File: config.mk
export PLATFORM = sky130hd
export DESIGN_NAME = controle_desvio_seq
export DESIGN_NICKNAME = d
export VERILOG_FILES = /design/src/rtl/ctrl_pkg.sv /design/src/rtl/controle_desvio_seq_ras_stack.sv /design/src/rtl/controle_desvio_seq.sv
export SDC_FILE = /design/constraint.sdc
export NUM_CORES = 1
export LEC_CHECK = 0
export BUFFER_PORTS_ARGS = -buffer_cell sky130_fd_sc_hd__clkbuf_2
export CAP_MARGIN = 20
export CORE_UTILIZATION = 37
export DETAILED_ROUTE_END_ITERATION = 16
export GPL_ROUTABILITY_DRIVEN = 1
export PLACE_DENSITY_LB_ADDON = 0.12
export SLEW_MARGIN = 20
export SYNTH_ARGS = -nofsm -noshare
export SYNTH_HDL_FRONTEND = slang
export SYNTH_SLANG_ARGS = --single-unit
File: constraint.sdc
create_clock -name clock -period 3.4 [get_ports clock]
set_clock_uncertainty 0.1 [all_clocks]
set_input_delay 0.51 -clock clock [delete_from_list [all_inputs] [get_ports clock]]
set_output_delay 0.51 -clock clock [all_outputs]
set_load 0.02 [all_outputs]
File: src/rtl/ctrl_pkg.sv
// ctrl_pkg: shared definitions for the branch/jump resolution unit.
//   - 6-bit control opcodes recognised by controle_desvio_seq
//   - FSM state encoding (RUN accepts instructions, FLUSH holds the flush window)
package ctrl_pkg;

  localparam logic [5:0] OP_JMP   = 6'd13;
  localparam logic [5:0] OP_JMPR  = 6'd14;
  localparam logic [5:0] OP_BEQ   = 6'd15;
  localparam logic [5:0] OP_BNEQ  = 6'd16;
  localparam logic [5:0] OP_BLZ   = 6'd17;
  localparam logic [5:0] OP_JAL   = 6'd26;
  localparam logic [5:0] OP_BEQI  = 6'd27;
  localparam logic [5:0] OP_BNEQI = 6'd28;
  localparam logic [5:0] OP_BLT   = 6'd40;
  localparam logic [5:0] OP_BGRT  = 6'd41;
  localparam logic [5:0] OP_BLTI  = 6'd42;
  localparam logic [5:0] OP_BGRTI = 6'd43;

  typedef enum logic {
    RUN   = 1'b0,
    FLUSH = 1'b1
  } state_e;

endpackage

File: src/rtl/controle_desvio_seq_ras_stack.sv
// ras_stack: return-address stack (LIFO) for jal/jmpr.
// Ports:
//   clock, reset  : rising-edge clock, synchronous active-high reset (pointer only)
//   push, pop     : write din on top / discard top; never both in one cycle
//   din           : return address to push
//   full, empty   : occupancy flags
//   top           : most recently pushed entry (valid when !empty)
// A push on a full stack or a pop on an empty stack leaves the stack unchanged.
module ras_stack #(
  parameter int DEPTH = 4,
  parameter int W     = 9
) (
  input  logic         clock,
  input  logic         reset,
  input  logic         push,
  input  logic         pop,
  input  logic [W-1:0] din,
  output logic         full,
  output logic         empty,
  output logic [W-1:0] top
);

  localparam int AW = $clog2(DEPTH);

  logic [W-1:0] mem_q [DEPTH];
  // One extra bit so that DEPTH entries is distinguishable from zero entries.
  logic [AW:0]  ptr_q;

  assign full  = (ptr_q == (AW+1)'(DEPTH));
  assign empty = (ptr_q == '0);
  // ptr_q points at the next free slot; at full the low bits wrap to 0, so
  // subtracting one still lands on the last written slot.
  assign top   = mem_q[ptr_q[AW-1:0] - AW'(1)];

  always_ff @(posedge clock) begin
    if (reset) begin
      ptr_q <= '0;
    end else if (push && !full) begin
      ptr_q <= ptr_q + (AW+1)'(1);
    end else if (pop && !empty) begin
      ptr_q <= ptr_q - (AW+1)'(1);
    end
  end

  always_ff @(posedge clock) begin
    if (push && !full) begin
      mem_q[ptr_q[AW-1:0]] <= din;
    end
  end

endmodule

File: src/rtl/controle_desvio_seq.sv
// controle_desvio_seq: registered branch/jump resolution unit with its own PC.
// Decodes the control opcode, evaluates zero/negativo, updates the PC and opens
// a FLUSH_CYCLES-long flush window after every taken transfer. jal/jmpr use an
// optional return-address stack.
// Ports:
//   clock, reset       : rising-edge clock, synchronous active-high reset
//   enable, stall      : unit enable / downstream stall (both hold the PC)
//   inst_valid         : opcode, offset, target_in, zero, negativo valid
//   opcode             : 6-bit control opcode
//   offset             : signed relative branch offset
//   target_in          : absolute target for jmp/jal/jmpr
//   zero, negativo     : ALU flags
//   pc                 : current program counter
//   taken, jump        : 1-cycle pulses after a taken / absolute transfer
//   flush, busy        : high while the flush window is open
//   ras_overflow/underflow : sticky RAS error flags
module controle_desvio_seq
  import ctrl_pkg::*;
#(
  parameter int          ADDR_W       = 9,
  parameter int unsigned RESET_PC     = 0,
  parameter int          FLUSH_CYCLES = 2,
  parameter int          USE_RAS      = 1,
  parameter int          RAS_DEPTH    = 4
) (
  input  logic                     clock,
  input  logic                     reset,
  input  logic                     enable,
  input  logic                     inst_valid,
  input  logic [5:0]               opcode,
  input  logic signed [ADDR_W-1:0] offset,
  input  logic [ADDR_W-1:0]        target_in,
  input  logic                     zero,
  input  logic                     negativo,
  input  logic                     stall,
  output logic [ADDR_W-1:0]        pc,
  output logic                     taken,
  output logic                     jump,
  output logic                     flush,
  output logic                     busy,
  output logic                     ras_overflow,
  output logic                     ras_underflow
);

  localparam logic [3:0] CNT_INIT = 4'(FLUSH_CYCLES - 1);

  state_e              state_q;
  logic [3:0]          cnt_q;
  logic [ADDR_W-1:0]   pc_q, pc_d, pc_inc;
  logic                taken_q, taken_d, jump_q, jump_d;
  logic                ovf_q, unf_q, ovf_set, unf_set;
  logic                accept, push, pop;
  logic                ras_full, ras_empty;
  logic [ADDR_W-1:0]   ras_top;

  ras_stack #(
    .DEPTH (RAS_DEPTH),
    .W     (ADDR_W)
  ) u_ras (
    .clock (clock),
    .reset (reset),
    .push  (push),
    .pop   (pop),
    .din   (pc_inc),
    .full  (ras_full),
    .empty (ras_empty),
    .top   (ras_top)
  );

  assign accept = (state_q == RUN) && enable && inst_valid && !stall;
  assign pc_inc = pc_q + ADDR_W'(1);

  always_comb begin
    pc_d    = pc_q;
    taken_d = 1'b0;
    jump_d  = 1'b0;
    push    = 1'b0;
    pop     = 1'b0;
    ovf_set = 1'b0;
    unf_set = 1'b0;
    if (accept) begin
      pc_d = pc_inc;
      case (opcode)
        OP_JMP: begin
          taken_d = 1'b1;
          jump_d  = 1'b1;
          pc_d    = target_in;
        end
        OP_JAL: begin
          taken_d = 1'b1;
          jump_d  = 1'b1;
          pc_d    = target_in;
          if (USE_RAS != 0) begin
            // A full stack drops the return address but the call still happens.
            if (ras_full) ovf_set = 1'b1;
            else          push    = 1'b1;
          end
        end
        OP_JMPR: begin
          taken_d = 1'b1;
          jump_d  = 1'b1;
          pc_d    = target_in;
          if (USE_RAS != 0) begin
            // Empty stack falls back to the supplied absolute target.
            if (ras_empty) begin
              unf_set = 1'b1;
            end else begin
              pop  = 1'b1;
              pc_d = ras_top;
            end
          end
        end
        OP_BEQ, OP_BEQI, OP_BLT, OP_BGRT, OP_BLTI, OP_BGRTI: begin
          if (zero) begin
            taken_d = 1'b1;
            pc_d    = pc_q + offset;
          end
        end
        OP_BNEQ, OP_BNEQI: begin
          if (!zero) begin
            taken_d = 1'b1;
            pc_d    = pc_q + offset;
          end
        end
        OP_BLZ: begin
          if (negativo) begin
            taken_d = 1'b1;
            pc_d    = pc_q + offset;
          end
        end
        default: ;
      endcase
    end
  end

  always_ff @(posedge clock) begin
    if (reset) begin
      state_q <= RUN;
      cnt_q   <= '0;
      pc_q    <= ADDR_W'(RESET_PC);
      taken_q <= 1'b0;
      jump_q  <= 1'b0;
      ovf_q   <= 1'b0;
      unf_q   <= 1'b0;
    end else begin
      pc_q    <= pc_d;
      taken_q <= taken_d;
      jump_q  <= jump_d;
      ovf_q   <= ovf_q | ovf_set;
      unf_q   <= unf_q | unf_set;
      case (state_q)
        RUN: begin
          if (taken_d) begin
            state_q <= FLUSH;
            cnt_q   <= CNT_INIT;
          end
        end
        FLUSH: begin
          // Counts down unconditionally; stall/enable do not stretch the window.
          if (cnt_q == 4'd0) state_q <= RUN;
          else               cnt_q   <= cnt_q - 4'd1;
        end
        default: state_q <= RUN;
      endcase
    end
  end

  assign pc            = pc_q;
  assign taken         = taken_q;
  assign jump          = jump_q;
  assign flush         = (state_q == FLUSH);
  assign busy          = (state_q != RUN);
  assign ras_overflow  = ovf_q;
  assign ras_underflow = unf_q;

endmodule
==> flow_summary_export.csv <==
group,metric,value,unit
critical_path,crit_family,"compound AO/OA/AOI/OAI gates",
clock_tree,clock_sinks,57,
critical_path,cp_slowest_cell,"a2111oi_0",
cells_and_area,diodes,0,
detailed_routing,ant_nets,0,
sta,rsz0062_at_grt,"no",
critical_path,max_stage_delay,0.62,ns
detailed_routing,drtIter0Drc,98,
critical_path,cp-end-kind,"flip-flop",
sta,fin_crit_sh,0.764,
cells_and_area,final_cell_mix,"clkbuf_2, edfxtp_1, nor2_1",
clock_tree,htreeDepth,3,
critical_path,crit_fanout,8,
clock_tree,tritoncts,"yes",
synthesis,yosys_warnings,0,
clock_tree,cts_resized,0,
sta,tns,0,ns
die,die_x,96.9,um
global_route,grt_remaining_overflow,0,
clock_tree,clk_latency,0.34,ns
sta,slew_headroom,0.521,
detailed_routing,drcViolationCount,0,
min_path,worstHoldPathCells,2,
synthesis,synth_seq_cells,57,
synthesis,synth-main-ff-cell,"edfxtp_1",
global_route,grt_max_degree,24,
die,die_h,96.9,um
synthesis,synthDistinctLibCells,65,
pwr,power_density,406,nW/um2
min_path,holdPathEnd,"ras_underflow",
cells_and_area,fillers,834,
detailed_routing,routedWlPerCell,17.1,um
cells_and_area,area_growth,15.9,%
clock_tree,cts_hold_buf,0,
cells_and_area,num-nets-final,386,
global_route,antenna_found_initial,0,
min_path,hold_path_class,"reg2reg",
critical_path,path_buf_inv,0,
clock_tree,cts_buffer_depth,2,
clock_tree,path_clk_slew,0.08,ns
sta,setup_viol,0,
detailed_routing,vias_per_cell,5.45,
flow_run,maxCapViolCount,0,
synthesis,async_reset_ff_frac,0,
sta,finalHoldViolCount,0,
synthesis,synth.net_count,339,
cells_and_area,final_layout_size_suffix_gt1_frac,0.267,
critical_path,worst_ep_required_time,3.52,ns
global_route,grt_pass1_vias,2444,
sta,tightest_slew,0.700,ns
sta,maxSlewViolCount,0,
critical_path,cp.arrival,2.71,ns
placed_design,hpwl,5580,um
clock_tree,cts_setup_buffers,0,
pwr,ir_drop,0.252,mV
cells_and_area,final_common_cell,"clkbuf_2",
cells_and_area,postLayoutCellArea,3860,um2
synthesis,synth_seq_area_share,0.451,
sta,fmax,385,MHz
pwr,p_leak,0.00142,uW
synthesis,syn_area_per_cell,11.4,um2
cells_and_area,instances_no_fill,452,
sta,min_period,2.60,ns
global_route,grt_use_total,0.172,
global_route,grt_first_pass_wirelength,12500,um
synthesis,netlist_area,3330,um2
placed_design,pre_cts_slack,0.642,ns
critical_path,path_cells,"ha_1, nand3_1, nor2_1, a2111oi_0, xnor2_1, a222oi_1, o221ai_1",
status,outcome,"completed",
min_path,min-delay-start,"ras_underflow",
sta,setup_ws,0.803,ns
placed_design,portBuffers,45,
placed_design,placed_cell_area,3650,um2
die,core,8720,um2
critical_path,reg2reg_slack,0.80,ns
critical_path,crit-reg2reg-capture,"pc[5]",
synthesis,synth_edf_count,36,
die,core.rowCount,34,
clock_tree,clock-root-buffer,"clkbuf_8",
die,ios,46,
critical_path,cp-start-kind,"flip-flop",
placed_design,place_inst,436,
die,die-area,9380,um2
critical_path,reg2reg_depth,7,
die,initial_utilization,0.382,
clock_tree,cts_buffers,9,
detailed_routing,dr_total_vias,2463,
critical_path,setup.worst_path.class,"reg2reg",
synthesis,synthCells,292,
placed_design,gp_congestion,0.762,
detailed_routing,first_pass_iters,4,
detailed_routing,postRouteWirelength,7720,um
critical_path,regToRegStartpoint,"pc[4]",
Yosys cell counts (all sizes together), types with 2 or more instances:
master,count,area [um2]
a21oi,12,60.1
a211oi,4,40.0
inv,10,37.5
o21ai,7,38.8
a31oi,7,43.8
o211ai,4,30.0
mux2i,3,30.0
o221ai,2,17.5
nor3,9,60.1
fa,2,40.0
and4,2,17.5
a221oi,4,53.8
a21o,2,15.0
or2,4,27.5
nand2,9,33.8
nand4bb,3,33.8
nand2b,9,56.3
o22ai,4,31.3
nor4,4,25.0
nor2b,5,31.3
buf,11,76.3
or3,3,18.8
xor2,6,52.6
a222oi,2,20.0
a221o,5,50.1
mux4,9,203
dfxtp,21,420
xnor2,16,140
and2,6,37.5
edfxtp,36,1080
nor2,24,90.1
a2111oi,2,17.5
nand3,6,30.0
clkbuf,4,15.0
ha,14,175
o21a,3,22.5
report_power, final:
group | switching (uW) | leakage (uW) | internal [uW] | total (uW)
sequential | 7.52 | 0.000512 | 736 | 743
combinational | 89.2 | 0.000802 | 61.1 | 150
clock | 318 | 0.000107 | 353 | 672
total | 415 | 0.00142 | 1150 | 1570
sequential cells by signal, summed over array words and instances, names as in the netlist:
register,count
pc,9
ras_underflow,1
u_ras.ptr_q,3
taken,1
cnt_q,4
jump,1
busy,1
u_ras.mem_q,36
ras_overflow,1
worst max-delay path by stage:
stage                        start              to  depth (start not counted)
floorplan           u_ras.ptr_q[0]           pc[2]                          8
global placement         opcode[2]  u_ras.ptr_q[2]                         11
detailed placement       opcode[2]  u_ras.ptr_q[2]                         11
CTS                          pc[4]           pc[5]                          7
global route                 pc[4]           pc[5]                          7
finish                       pc[4]           pc[5]                          7
metal layers:
metal,global-route usage,wire [um]
met1,0.231,3630
met2,0.274,3570
met3,0.0368,384
met4,0.0608,136
met5,0,0
per-stage QoR:
stage | total power, uW | hold WS [ns] | utilization
CTS | 1580 | 0.380 | 0.442
detailed placement | 909 | 0.364 | 0.419
floorplan | 861 | 0.376 | -
finish | 1570 | 0.372 | 0.442
global placement | 906 | 0.359 | 0.419
global route | 1630 | 0.405 | 0.442
logic make-up (layout without fill, tap and decap cells):
logic type	after synthesis	after routing	synth area share
multiplexers	12	12	0.0699
buffers and inverters	25	77	0.0387
AO/OA/AOI/OAI	68	68	0.158
flip-flops	57	57	0.451
AND/OR/NAND/NOR	92	92	0.160
XOR/XNOR	22	22	0.0579
adder cells (fa/ha/maj)	16	16	0.0646
layout make-up:
| cell class | count | area [um2] | area share |
|---|---|---|---|
| Tap cell | 108 | 135 | 0.0350 |
| Multi-Input combinational cell | 210 | 1710 | 0.442 |
| Clock buffer | 9 | 124 | 0.0321 |
| Sequential cell | 57 | 1500 | 0.389 |
| Timing Repair Buffer | 51 | 270 | 0.0700 |
| Inverter | 10 | 37.5 | 0.00973 |
| Clock inverter | 7 | 85.1 | 0.0220 |
worst register-to-register path: stages (launching register included):
cell and delay [ns]:
dfxtp_1 0.50, ha_1 0.37, nand3_1 0.13, nor2_1 0.04
a2111oi_0 0.62, xnor2_1 0.16, a222oi_1 0.37, o221ai_1 0.17
Note: power is estimated with default switching activity, not from simulation.
